===== src/rtl/i_decoder2_4_scan.sv =====
// Registered active-low 2**SIZE-way decoder with direct and automatic scan modes.
// Optional macro I_DECODER_BLANK_EN blanks y for the first cycle of every scan step.
module i_decoder2_4_scan #(
  parameter int SIZE = 2,
  parameter int DIV  = 50
) (
  input  logic                   clk,
  input  logic                   rst,
  input  logic                   en,
  input  logic                   mode,
  input  logic                   load,
  input  logic [SIZE-1:0]        idx,
  output logic [(1<<SIZE)-1:0]   y,
  output logic [SIZE-1:0]        cur,
  output logic                   wrap,
  output logic [1:0]             dbg_state
);

  localparam int N  = 1 << SIZE;
  localparam int PW = (DIV > 1) ? $clog2(DIV) : 1;

  localparam logic [1:0] ST_IDLE   = 2'd0;
  localparam logic [1:0] ST_DIRECT = 2'd1;
  localparam logic [1:0] ST_SCAN   = 2'd2;

  localparam logic [PW-1:0]   PSC_LAST = PW'(DIV - 1);
  localparam logic [SIZE-1:0] CUR_LAST = '1;
  localparam logic [N-1:0]    ONE_HOT0 = N'(1);

`ifdef I_DECODER_BLANK_EN
  if (DIV < 2) begin : g_div_check
    $error("i_decoder2_4_scan: DIV must be at least 2 when blanking is enabled");
  end
`endif

  logic [1:0]      state_q, state_d;
  logic [SIZE-1:0] cur_q, cur_d;
  logic [PW-1:0]   psc_q, psc_d;
  logic [N-1:0]    y_q, y_d;
  logic            wrap_q, wrap_d;
  logic            stay_scan;
  logic            step;

  always_comb begin
    state_d = ST_IDLE;
    if (en) state_d = mode ? ST_SCAN : ST_DIRECT;

    // A step only happens while scanning continues; load wins over a coincident step.
    stay_scan = (state_q == ST_SCAN) && (state_d == ST_SCAN);
    step      = stay_scan && (psc_q == PSC_LAST) && !load;

    cur_d = cur_q;
    if (load)      cur_d = idx;
    else if (step) cur_d = cur_q + 1'b1;

    psc_d = '0;
    if (stay_scan && !load && !step) psc_d = psc_q + 1'b1;

    wrap_d = step && (cur_q == CUR_LAST);

    y_d = '1;
    if (state_d != ST_IDLE) y_d = ~(ONE_HOT0 << cur_d);
`ifdef I_DECODER_BLANK_EN
    if ((state_d == ST_SCAN) && (psc_d == '0)) y_d = '1;
`endif
  end

  always_ff @(posedge clk) begin
    if (rst) begin
      state_q <= ST_IDLE;
      cur_q   <= '0;
      psc_q   <= '0;
      y_q     <= '1;
      wrap_q  <= 1'b0;
    end else begin
      state_q <= state_d;
      cur_q   <= cur_d;
      psc_q   <= psc_d;
      y_q     <= y_d;
      wrap_q  <= wrap_d;
    end
  end

  assign y         = y_q;
  assign cur       = cur_q;
  assign wrap      = wrap_q;
  assign dbg_state = state_q;

endmodule


===== config.mk =====
export PLATFORM = sky130hd
export DESIGN_NAME = i_decoder2_4_scan
export DESIGN_NICKNAME = d
export VERILOG_FILES = /design/src/rtl/i_decoder2_4_scan.sv
export SDC_FILE = /design/constraint.sdc
export NUM_CORES = 1
export LEC_CHECK = 0
export CORE_MARGIN = 1.5
export CORE_UTILIZATION = 49
export CTS_BUF_LIST = sky130_fd_sc_hd__clkbuf_4 sky130_fd_sc_hd__clkbuf_8 sky130_fd_sc_hd__clkbuf_16
export CTS_CLUSTER_DIAMETER = 40
export DETAILED_ROUTE_END_ITERATION = 12
export PLACE_DENSITY = 0.84
export SLEW_MARGIN = 10
export SYNTH_ARGS = -nofsm -noshare
export SYNTH_HDL_FRONTEND = slang
export SYNTH_SLANG_ARGS = --single-unit

===== constraint.sdc =====
create_clock -name clk -period 3.65 [get_ports clk]
set_clock_uncertainty 0.15 [all_clocks]
set_input_delay 1.095 -clock clk [delete_from_list [all_inputs] [get_ports clk]]
set_output_delay 1.095 -clock clk [all_outputs]
set_load 0.1 [all_outputs]

Word level (Yosys, flattened, before mapping). Index checks and enable logic that the tools add are counted.

Flip-flop bits (word level): 15. Output and inout bits: 9. Word-level logic and storage cells: 30.

Shift-type cells: 1. Muxes and demuxes: 4. Reductions and logical operators: 11. Eq/ne operators: 4. Bitwise operators: 3. $add $sub $neg: 2.

Operator list (count): two-way mux 2 bit (4); adder 6 x 1 -> 6 bit (second input constant) (1); == test 2 bit (second input constant) (3); == test 6 bit (second input constant) (1); logical AND 1 bit (6); NOT 4 bit (1); OR reduction 2 bit (2); left shift 1 x 2 -> 4 bit (first input constant) (1); adder 2 x 1 -> 2 bit (second input constant) (1); zero test 1 bit (2); NOT 1 bit (2); nonzero test 2 bit (1).

Longest topological paths before layout.
Depth in word-level cells: 10. Depth in mapped cells: 5.

Least setup slack after synthesis. No wires, ideal clock.

Kind: input to register. Start point: input load. End point: register y_q[3] (netlist: y[3]). Library setup time: 0.124 ns. Data arrival time: 2.179 ns. Path buffers: 0. Cell stages on the path: 4. Data required time: 3.376 ns. Path slack: 1.197 ns. Cells stage by stage: and4bb_4 > nand4_4 > xor2_1 > a2111o_1.

Longest elaborated chain between the ends: 6.

RTL lines: start: declaration (RTL line 11) `input logic load,`; zero test 1 bit (RTL line 50) `step = stay_scan && (psc_q == PSC_LAST) && !load;`; logical AND 1 bit (RTL line 50); two-way mux 2 bit (RTL line 54) `else if (step) cur_d = cur_q + 1'b1;`; two-way mux 2 bit (*) (RTL line 53) `if (load) cur_d = idx;`; left shift 1 x 2 -> 4 bit (*) (RTL line 62) `if (state_d != ST_IDLE) y_d = ~(ONE_HOT0 << cur_d);`; NOT 4 bit (*) (RTL line 62); end signal: assignment (RTL line 79) `y_q <= y_d;`; end: declaration (RTL line 39) `logic [N-1:0] y_q, y_d;`.

Mark *: on every way between the ends. The rest lies on a longest branch, timed or not. A chain may end at the register's enable or synchronous reset.

Worst setup path in the final report. Same ends and word-level chain as after synthesis.

==> results by group <==
Synthesis
  • Mux share of post-synthesis cell area: 0%
  • Mean post-synth cell area: 10.6 sq um
  • Post-Syn Area: roughly 650 sq um
  • Post-synth EDFFs: 0
  • Post-synthesis compound-gate area fraction: about 14%
  • Largest family of logic cells by synthesized area: simple AND/OR/NAND/NOR gates
  • Post-Syn Instances: 61
  • Syn nets: 71
  • Adder-cell share of the synthesized area: 5.79%
  • Most used flip-flop cell after synthesis: dfxtp_1
  • Ys Warns: 0
  • Sequential fraction of the synthesis area: 46.3%
  • Post-synthesis sequential element count: 15
  • Ys async rst share: 0%
  • Synth cell types: 22
  • Synth Area in XOR/XNOR: 8.11%
  • Synth Area in Simple Gates: 23.4%

Drt
  • Vias: 489
  • DR iter-0 viols: 3
  • First-pass DRT Iterations: 2
  • Vias per cell: 5.20
  • Drt total wl: approximately 1200 um
  • DRC viols: 0
  • Final antenna-violating net count: 0
  • Routed len/inst: 12.6 um

STA
  • Max-Slew Margin vs Limit: 76.4%
  • Fmax: about 0.36 GHz
  • Min Tclk post-route: between 2000 and 3000 ps
  • Slew Limit Fails: 0
  • Period utilisation layout: between 70% and 80%
  • Final Hold Viols: 0
  • Worst-margin pin slew: 353 ps
  • Unrepaired setup endpoints after global routing: false
  • TNS Setup: 0 ps
  • Final setup fails: 0

Power
  • PD cells: 406 nW/um^2
  • P_leak: 0.336 nW
  • Maximum VDD drop: 0.322 mV

Run status
  • Outcome: completed

Clock network
  • Hold buffers post-CTS: 0
  • CTS tree: yes
  • Clk Latency, worst-skew pair: 290 ps
  • Inserted Clock Buffers: 3
  • Post-CTS Setup Repair Bufs: 0
  • Root Buffer: clkbuf_4
  • # resized after CTS: 0
  • H-Tree Depth: 1
  • Clock Path Buffers: 2
  • Worst-path clk slew: 90 ps
  • Clock sinks: 15

Cells and area
  • Commonest non-fill, non-tap cell in the layout: dfxtp_1
  • Fraction of layout cells with a size suffix above 1: 23.8%
  • ANT cells: 0
  • Area growth, synth to finish: 27.0%
  • Final Non-Filler Cells: 94
  • Nets: 91
  • Most frequent cells in the layout: dfxtp_1 (15), nor2_1 (9), buf_4 (9), clkdlybuf4s50_1 (6), inv_1 (5)

Global routing
  • Vias in the first global route: between 400 and 500
  • Antenna violations before repair: 0
  • First-pass GRT wire length: 2010 um
  • Pin count of the biggest net entering global routing: 9
  • Layer carrying the most global-route usage: met2
  • Routing usage on met2: approximately 31%
  • M3 GR Usage: under 10%
  • Met1 GRT Util: 22.6%
  • Global route overflow: 0
  • GRT Total Usage: 20.2%

Worst setup path
  • Worst path arrival time: 2770 ps
  • CP endpoint kind: flip-flop
  • Reg2reg setup slack: ~1900 ps
  • WS Path Type: input port to flip-flop
  • Worst R2R End: y[3]
  • Reg2reg path depth: 4
  • Worst reg2reg path startpoint: psc_q[2]
  • Critical-path maximum fanout: 7
  • Crit path required time: roughly 3700 ps
  • Critical Path Start Type: input port

Placement
  • Placed Instances: 90
  • Routability cong.: between 0.7 and 0.8
  • Port Buf Inserts: 15
  • Detailed Place HPWL: about 940 um

Die
  • Die Ht: 39.4 um
  • Die W: 39.4 um
  • Die area: 1550 sq um
  • IO Count: 16
  • Core ar.: 1170 sq um
  • Initial core utilization: 55.3%
  • FP Rows: 12

Min path
  • Hold Path Class: flip-flop to flip-flop
  • Hold Path Cell Cnt: 1
  • Hold path startpoint: psc_q[0]
  • Hold Path End: psc_q[0]

Flow run
  • Max Cap Viol: 0
[stage by stage]
stage	hold WS (ps)	setup WS (ps)	power (mW)	area [sq um]	util [%]
floorplan	291	1200	0.217	648	-
global placement	313	639	0.234	793	67.7
detailed placement	326	600	0.235	793	67.7
CTS	346	912	0.338	823	70.3
global route	365	871	0.348	823	70.3
finish	337	910	0.335	823	70.3
[sequential cells by signal (all words and copies together) (netlist names)]
name and cells:
psc_q 6, dbg_state 2, y 4, cur 2
wrap 1
[cell usage after synthesis, drive strengths merged (2+ instances only)]
master	number	area share [%]
a2111o	2	3.5
ha	3	5.8
nand3	4	3.1
nor2	9	5.2
and2	2	1.9
inv	5	2.9
nand2	2	1.2
xnor2	2	2.7
and4bb	2	4.4
dfxtp	15	46
o2111ai	2	2.7
xor2	4	5.4
[critical path: stages]
cell and delay (ps):
clkdlybuf4s50_1 510, and4bb_4 430, nand4_4 130, xor2_1 190, a2111o_1 420
[report_power, final]
group          internal (mW)  switching (mW)  leakage, nW
registers              0.168         0.00267        0.122
clock network         0.0499          0.0534       0.0184
logic                 0.0178          0.0431        0.195
[layer usage]
layer | share of wire, % | up-vias | routed length [um]
met3 | 3.1 | 2 | 36
li1 | - | 256 | -
met2 | 45 | 12 | 530
met4 | 1.8 | 0 | 21
met1 | 50 | 219 | 592
met5 | 0 | - | 0
[cell families after synthesis]
logic type	count (synthesis)
XOR/XNOR	6
AO/OA/AOI/OAI	8
buffers and inverters	5
adder cells (fa/ha/maj)	3
AND/OR/NAND/NOR	24
flip-flops	15
[how the worst max path moves through the flow]
| stage | end | cells after the start | from | slack (ps) |
|---|---|---|---|---|
| after global routing | y[3] | 5 | load | 870 |
| after detailed placement | y[3] | 5 | load | 600 |
| after CTS | y[3] | 5 | load | 910 |
| after global placement | y[3] | 5 | load | 640 |
| final | y[3] | 5 | load | 910 |
| after floorplan | y[3] | 4 | load | 1200 |
[layout make-up]
cell class | instances | area, sq um
Fill cell | 87 | 348
Clock buffer | 4 | 30.0
Sequential cell | 15 | 300
Multi-Input combinational cell | 41 | 329
Timing Repair Buffer | 15 | 128
Tap cell | 14 | 17.5
Inverter | 5 | 18.8
Note: power is estimated with default switching activity, not from simulation.
